[src/rtl/agg_fetch_sched.sv]
// Ordered fetch scheduler: issues table reads for LRU misses and releases every
// item downstream in input order, holding each miss until its read completes.
module agg_fetch_sched #(
    parameter int unsigned KEY_BITS        = 32,
    parameter int unsigned ADDR_BITS       = 64,
    parameter int unsigned ENTRY_BYTES     = 64,
    parameter int unsigned MAX_OUTSTANDING = 16,
    parameter int unsigned ORDER_DEPTH     = 32
) (
    input  logic                 aclk,
    input  logic                 areset,
    input  logic [ADDR_BITS-1:0] base_addr,
    input  logic                 s_meta_valid,
    output logic                 s_meta_ready,
    input  logic [KEY_BITS-1:0]  s_meta_key,
    input  logic                 s_meta_last,
    input  logic                 s_meta_hit,
    output logic                 m_rd_valid,
    input  logic                 m_rd_ready,
    output logic [ADDR_BITS-1:0] m_rd_addr,
    output logic [31:0]          m_rd_len,
    input  logic                 rd_done,
    output logic                 m_meta_valid,
    input  logic                 m_meta_ready,
    output logic [KEY_BITS-1:0]  m_meta_key,
    output logic                 m_meta_last,
    output logic                 m_meta_hit,
    output logic                 done,
    output logic                 err,
    output logic [31:0]          hit_cnt,
    output logic [31:0]          miss_cnt
);
    localparam int unsigned OFF_BITS = $clog2(ENTRY_BYTES);
    localparam int unsigned PTR_BITS = $clog2(ORDER_DEPTH);
    localparam int unsigned CNT_BITS = $clog2(MAX_OUTSTANDING + 1);
    localparam int unsigned ENT_BITS = KEY_BITS + 2;

    typedef enum logic [1:0] {RUN, DRAIN, DONE} state_t;

    state_t               state_q;
    logic [ENT_BITS-1:0]  queue_q [ORDER_DEPTH];
    logic [PTR_BITS:0]    wr_ptr_q, rd_ptr_q;
    logic [CNT_BITS-1:0]  outstanding_q, outstanding_d;
    logic [CNT_BITS-1:0]  credits_q, credits_d;
    logic                 rd_valid_q;
    logic [ADDR_BITS-1:0] rd_addr_q;
    logic                 out_valid_q;
    logic [KEY_BITS-1:0]  out_key_q;
    logic                 out_last_q, out_hit_q;
    logic                 done_q, err_q;
    logic [31:0]          hit_cnt_q, miss_cnt_q;

    logic                 q_empty, q_full, head_ok, pop, rel_miss;
    logic                 accept, acc_miss, credit_inc, drain_ok;
    logic [ENT_BITS-1:0]  head;

    // Handshake, eligibility and counter next-state decode
    always_comb begin
        q_empty    = (wr_ptr_q == rd_ptr_q);
        q_full     = (wr_ptr_q[PTR_BITS] != rd_ptr_q[PTR_BITS]) &&
                     (wr_ptr_q[PTR_BITS-1:0] == rd_ptr_q[PTR_BITS-1:0]);
        head       = queue_q[rd_ptr_q[PTR_BITS-1:0]];
        head_ok    = !q_empty && (head[0] || (credits_q != '0));
        pop        = head_ok && (!out_valid_q || m_meta_ready);
        rel_miss   = pop && !head[0];
        s_meta_ready = !areset && (state_q == RUN) && !q_full &&
                       (!rd_valid_q || m_rd_ready) &&
                       (outstanding_q < CNT_BITS'(MAX_OUTSTANDING));
        accept     = s_meta_valid && s_meta_ready;
        acc_miss   = accept && !s_meta_hit;
        // A completion with no read in flight is a protocol error and is dropped
        credit_inc = rd_done && (credits_q != outstanding_q);
        drain_ok   = q_empty && (!out_valid_q || m_meta_ready) && (outstanding_q == '0);

        outstanding_d = outstanding_q;
        if (acc_miss && !rel_miss) begin
            outstanding_d = outstanding_q + CNT_BITS'(1);
        end else if (!acc_miss && rel_miss) begin
            outstanding_d = outstanding_q - CNT_BITS'(1);
        end

        credits_d = credits_q;
        if (credit_inc && !rel_miss) begin
            credits_d = credits_q + CNT_BITS'(1);
        end else if (!credit_inc && rel_miss) begin
            credits_d = credits_q - CNT_BITS'(1);
        end
    end

    // Control state, pointers, counters and FSM
    always_ff @(posedge aclk) begin
        if (areset) begin
            state_q       <= RUN;
            wr_ptr_q      <= '0;
            rd_ptr_q      <= '0;
            outstanding_q <= '0;
            credits_q     <= '0;
            rd_valid_q    <= 1'b0;
            out_valid_q   <= 1'b0;
            done_q        <= 1'b0;
            err_q         <= 1'b0;
            hit_cnt_q     <= '0;
            miss_cnt_q    <= '0;
        end else begin
            outstanding_q <= outstanding_d;
            credits_q     <= credits_d;
            done_q        <= 1'b0;
            if (rd_done && !credit_inc) begin
                err_q <= 1'b1;
            end
            if (accept) begin
                wr_ptr_q <= wr_ptr_q + (PTR_BITS + 1)'(1);
                if (s_meta_hit) begin
                    hit_cnt_q <= hit_cnt_q + 32'd1;
                end else begin
                    miss_cnt_q <= miss_cnt_q + 32'd1;
                end
            end
            if (pop) begin
                rd_ptr_q <= rd_ptr_q + (PTR_BITS + 1)'(1);
            end
            if (acc_miss) begin
                rd_valid_q <= 1'b1;
            end else if (m_rd_ready) begin
                rd_valid_q <= 1'b0;
            end
            if (pop) begin
                out_valid_q <= 1'b1;
            end else if (m_meta_ready) begin
                out_valid_q <= 1'b0;
            end
            case (state_q)
                RUN: begin
                    if (accept && s_meta_last) begin
                        state_q <= DRAIN;
                    end
                end
                DRAIN: begin
                    if (drain_ok) begin
                        state_q <= DONE;
                        done_q  <= 1'b1;
                    end
                end
                default: state_q <= RUN;
            endcase
        end
    end

    // Payload storage needs no reset; valids and pointers qualify it
    always_ff @(posedge aclk) begin
        if (accept) begin
            queue_q[wr_ptr_q[PTR_BITS-1:0]] <= {s_meta_key, s_meta_last, s_meta_hit};
        end
        if (acc_miss) begin
            rd_addr_q <= base_addr + (ADDR_BITS'(s_meta_key) << OFF_BITS);
        end
        if (pop) begin
            out_key_q  <= head[ENT_BITS-1:2];
            out_last_q <= head[1];
            out_hit_q  <= head[0];
        end
    end

    assign m_rd_valid   = rd_valid_q;
    assign m_rd_addr    = rd_addr_q;
    assign m_rd_len     = 32'(ENTRY_BYTES);
    assign m_meta_valid = out_valid_q;
    assign m_meta_key   = out_key_q;
    assign m_meta_last  = out_last_q;
    assign m_meta_hit   = out_hit_q;
    assign done         = done_q;
    assign err          = err_q;
    assign hit_cnt      = hit_cnt_q;
    assign miss_cnt     = miss_cnt_q;

endmodule
[config.mk]
export PLATFORM = sky130hd
export DESIGN_NAME = agg_fetch_sched
export DESIGN_NICKNAME = d
export VERILOG_FILES = /design/src/rtl/agg_fetch_sched.sv
export SDC_FILE = /design/constraint.sdc
export NUM_CORES = 1
export LEC_CHECK = 0
export ABC_CLOCK_PERIOD_IN_PS = 5000
export BUFFER_PORTS_ARGS = -buffer_cell sky130_fd_sc_hd__clkbuf_2
export CAP_MARGIN = 10
export CELL_PAD_IN_SITES_DETAIL_PLACEMENT = 0
export CELL_PAD_IN_SITES_GLOBAL_PLACEMENT = 1
export CORE_AREA = 5 5 298 359
export CTS_BUF_LIST = sky130_fd_sc_hd__clkbuf_8
export DETAILED_ROUTE_END_ITERATION = 6
export DIE_AREA = 0 0 303 364
export HOLD_SLACK_MARGIN = 0.1
export PLACE_DENSITY_LB_ADDON = 0.3
export SYNTH_ARGS = -nofsm -noshare
export SYNTH_HDL_FRONTEND = slang
export SYNTH_SLANG_ARGS = --single-unit
[constraint.sdc]
create_clock -name aclk -period 5 [get_ports aclk]
set_input_delay 1 -clock aclk [delete_from_list [all_inputs] [get_ports aclk]]
set_output_delay 1 -clock aclk [all_outputs]
set_load 0.05 [all_outputs]
==> run_results.csv <==
group,metric,value,unit
yosys,async_flop_share,0,
critical_path,end_kind,"flip-flop",
critical_path,criticalPathCategory,"flip-flop to flip-flop",
critical_path,cp_num_cells,13,
floorplan,fp.dieW,303,um
detailed_routing,detail-route-antenna-nets,0,
critical_path,reg2reg_depth,13,
timing,slew_violations,0,
run_status,status,"finished, violations left",
critical_path,reg2reg_to,"credits_q[4]",
critical_path,start_kind,"flip-flop",
yosys,yosys-top-cells-area,"edfxtp_1 70%, mux4_2 15%, dfxtp_1 3.8%, xor2_1 1.3%, ha_1 1.1%",
yosys,netlist_area,51100,sq um
power,pwr-share-seq,0.476,
critical_path,path_cells,"mux4_2 -> mux4_2 -> mux2i_4 -> a21boi_4 -> nand2_1 -> ha_1 -> inv_1 -> fa_1 -> a21o_1 -> a21oi_1 -> xnor2_1 -> or3_1 -> a21oi_1",
critical_path,crit_slowest_cell,"dfxtp_4",
yosys,ys_seq_area_frac,0.734,
yosys,ys_seq_elements,1283,
yosys,yosysTopAreaCellShare,0.696,
power,sw_frac_of_total,0.281,
cts,cts_tree,"yes",
detailed_routing,totalWireLength,130,mm
timing,max_freq,241,MHz
power,leakage,19.2,nW
grt,grtUsageTotal,0.238,
power,p_clk_frac,0.313,
floorplan,io_pins,303,
grt,antenna_found_initial,4,
grt,grt_pass1_wl,189,mm
cts,numCtsBuffers,195,
run_status,violations,"design-rule violations",
timing,rsz0062_at_grt,"no",
power,ir_worst_vdd,353,uV
grt,overflow,0,
cts,root_buffer,"clkbuf_8",
critical_path,regToRegSetupSlack,0.85,ns
cts,htreeDepth,4,
detailed_routing,wl_per_cell,28.7,um
yosys,synth_top_flop_cell,"edfxtp_1",
flow_run,cap_viol_max_count,0,
floorplan,initial_core_util,0.498,
placement,place_area,54800,sq um
floorplan,fp-row-count,129,
floorplan,die_h,364,um
layout,instances_no_fill,4537,
placement,gp_congestion,0.804,
cts,cts_setup_buffers,0,
critical_path,critPathRequiredTime,5.77,ns
critical_path,cpLargestDelayFamily,"multiplexers",
cts,clk_pin_slew,0.06,ns
timing,setup_viol,0,
cts,insertion_delay,0.86,ns
yosys,yosysWarnings,0,
yosys,syn_inst,2558,
yosys,synth_largest_area_cell,"edfxtp_1",
timing,whs,0.338,ns
detailed_routing,drc,1,
critical_path,critical_path.max_stage_delay,0.72,ns
layout,areaGrowthSynthToFinish,14.3,%
placement,post-dp-hpwl,74.8,mm
placement,pre_cts_ws,0.484,ns
cts,clock_path_buffers,3,
placement,dp_cells,4181,
yosys,synth.distinct_cells,65,
timing,post-route-period-util,0.831,
timing,period_needed,4.15,ns
grt,grt_max_degree,150,
floorplan,core,103000,sq um
critical_path,worstSetupEndpoint,"credits_q[4]",
detailed_routing,drt_iter0_markers,2918,
power,power.switching,7.33,mW
power,p_comb_frac,0.211,
timing,worst_slew_pin_slew,1.12,ns
yosys,syn_avg_cell_area,20.0,sq um
layout,layout.nets,3157,
timing,fin_skew,0.0363,ns
timing,setup_tns,0,ns
timing,finalHoldViolations,0,
grt,grt_pass1_vias,27700,
cts,cts_sinks,1283,
cts,ctsHoldBuffers,0,
critical_path,crit_fanout,27,
hold_path,holdCritPathClass,"input port to flip-flop",
detailed_routing,vias,26900,
timing,fin_ws,0.846,ns
placement,io_buffers,270,
power,pwr_density_cell,445,nW/um^2
detailed_routing,vias_per_cell,5.92,
yosys,synth_edf_count,1186,
layout,drive_gt1_frac,0.328,
layout,fin_area,58500,sq um
floorplan,dieArea,110000,sq um
critical_path,arrival,4.92,ns
critical_path,path_buf_inv,1,
cts,cts_resized,0,
power,p_int,18.7,mW
timing,slew_headroom,0.254,
detailed_routing,drt_pass1_iterations,7,
[worst reg2reg max path: stages (launching register included)]
cell and delay [ns]:
dfxtp_4 0.72, mux4_2 0.63, mux4_2 0.55, mux2i_4 0.32, a21boi_4 0.09, nand2_1 0.12
ha_1 0.20, inv_1 0.11, fa_1 0.42, a21o_1 0.17, a21oi_1 0.19, xnor2_1 0.11
or3_1 0.32, a21oi_1 0.14
[power groups by stage]
stage	Combinational (mW)	Clock (mW)	Sequential [mW]
2_1_floorplan	3.70	0	13.1
3_3_place_gp	5.50	0	12.6
3_5_place_dp	5.57	0	12.6
4_1_cts	5.58	8.33	12.4
5_1_grt	5.87	8.87	12.4
6_report	5.48	8.16	12.4
[state kept, by name (all words and copies together), names as in the netlist, named ones only]
| register | flops |
|---|---|
| outstanding_q | 5 |
| hit_cnt | 32 |
| miss_cnt | 32 |
| m_rd_valid | 1 |
| credits_q | 5 |
| done | 1 |
| m_meta_key | 32 |
| m_meta_last | 1 |
| m_rd_addr | 64 |
| err | 1 |
| m_meta_valid | 1 |
| m_meta_hit | 1 |
| queue_q | 1088 |
| wr_ptr_q | 6 |
| rd_ptr_q | 6 |
| state_q | 2 |
[cell usage in the layout (no fill, tap or decap), drive strengths merged, types with 16 or more instances in the layout]
cell type	count
edfxtp	1186
clkbuf	471
mux4	340
nor2	147
inv	107
dfxtp	97
buf	88
xor2	75
nand2	72
clkinv	67
xnor2	57
a21oi	55
ha	47
nand3	43
mux2	33
nand4	32
conb	32
a21o	30
o21ai	24
nor3	20
and3	19
or3	16
[worst min path at each step]
stage,end,startpoint,depth (start not counted)
after floorplan,state_q[0],state_q[1],1
after detailed placement,state_q[0],state_q[1],1
after global placement,state_q[0],state_q[1],1
after global routing,m_rd_addr[3],base_addr[3],1
final,m_rd_addr[2],base_addr[2],1
after CTS,m_rd_addr[2],base_addr[2],1
[final cells by class]
class	instances	area [sq um]
fill	7790	44200
sequential	1283	37600
multi-input combinational	1134	13100
clock buffer	202	2780
timing repair buffer	357	2280
tap	1375	1720
clock inverter	152	866
inverter	32	120
antenna	2	5.00
[Yosys cell counts (all sizes together) (4+ instances only)]
cell type / n
edfxtp: 1186
mux4: 340
nor2: 147
dfxtp: 97
xor2: 75
buf: 72
nand2: 72
clkbuf: 67
xnor2: 57
a21oi: 55
ha: 47
nand3: 43
mux2: 33
inv: 32
nand4: 32
a21o: 30
o21ai: 24
nor3: 20
and3: 19
or3: 16
a31oi: 12
and2: 8
and4: 8
mux2i: 6
nor2b: 5
nor4: 5
o21bai: 5
a21boi: 4
nand2b: 4
nand3b: 4
[through the flow]
step           power (mW)  utilization
6_report             26.0        0.570
3_3_place_gp         18.1        0.534
3_5_place_dp         18.2        0.534
5_1_grt              27.2        0.570
2_1_floorplan        16.8            -
4_1_cts              26.3        0.570
[cell families (layout without fill, tap and decap cells)]
| kind of cell | count (synthesis) | after routing | synth area share |
|---|---|---|---|
| buf+inv | 171 | 743 | 0.0158 |
| other cells | 2 | 34 | 0.000147 |
| mux | 379 | 379 | 0.158 |
| xor+xnor | 132 | 132 | 0.0226 |
| flops | 1283 | 1283 | 0.734 |
| simple gates | 391 | 391 | 0.0368 |
| compound gates | 150 | 150 | 0.0193 |
| fa+ha+maj | 50 | 50 | 0.0127 |
[routing by layer]
metal  global-route usage  vias to the layer above  share of wire
met4               0.0736                        0          0.027
met3               0.0539                      217          0.088
met5                    0                        -              0
li1                     -                    11300              -
met2                0.387                     1319           0.49
met1                0.326                    14000           0.39
(Power assumes the default switching activity.)
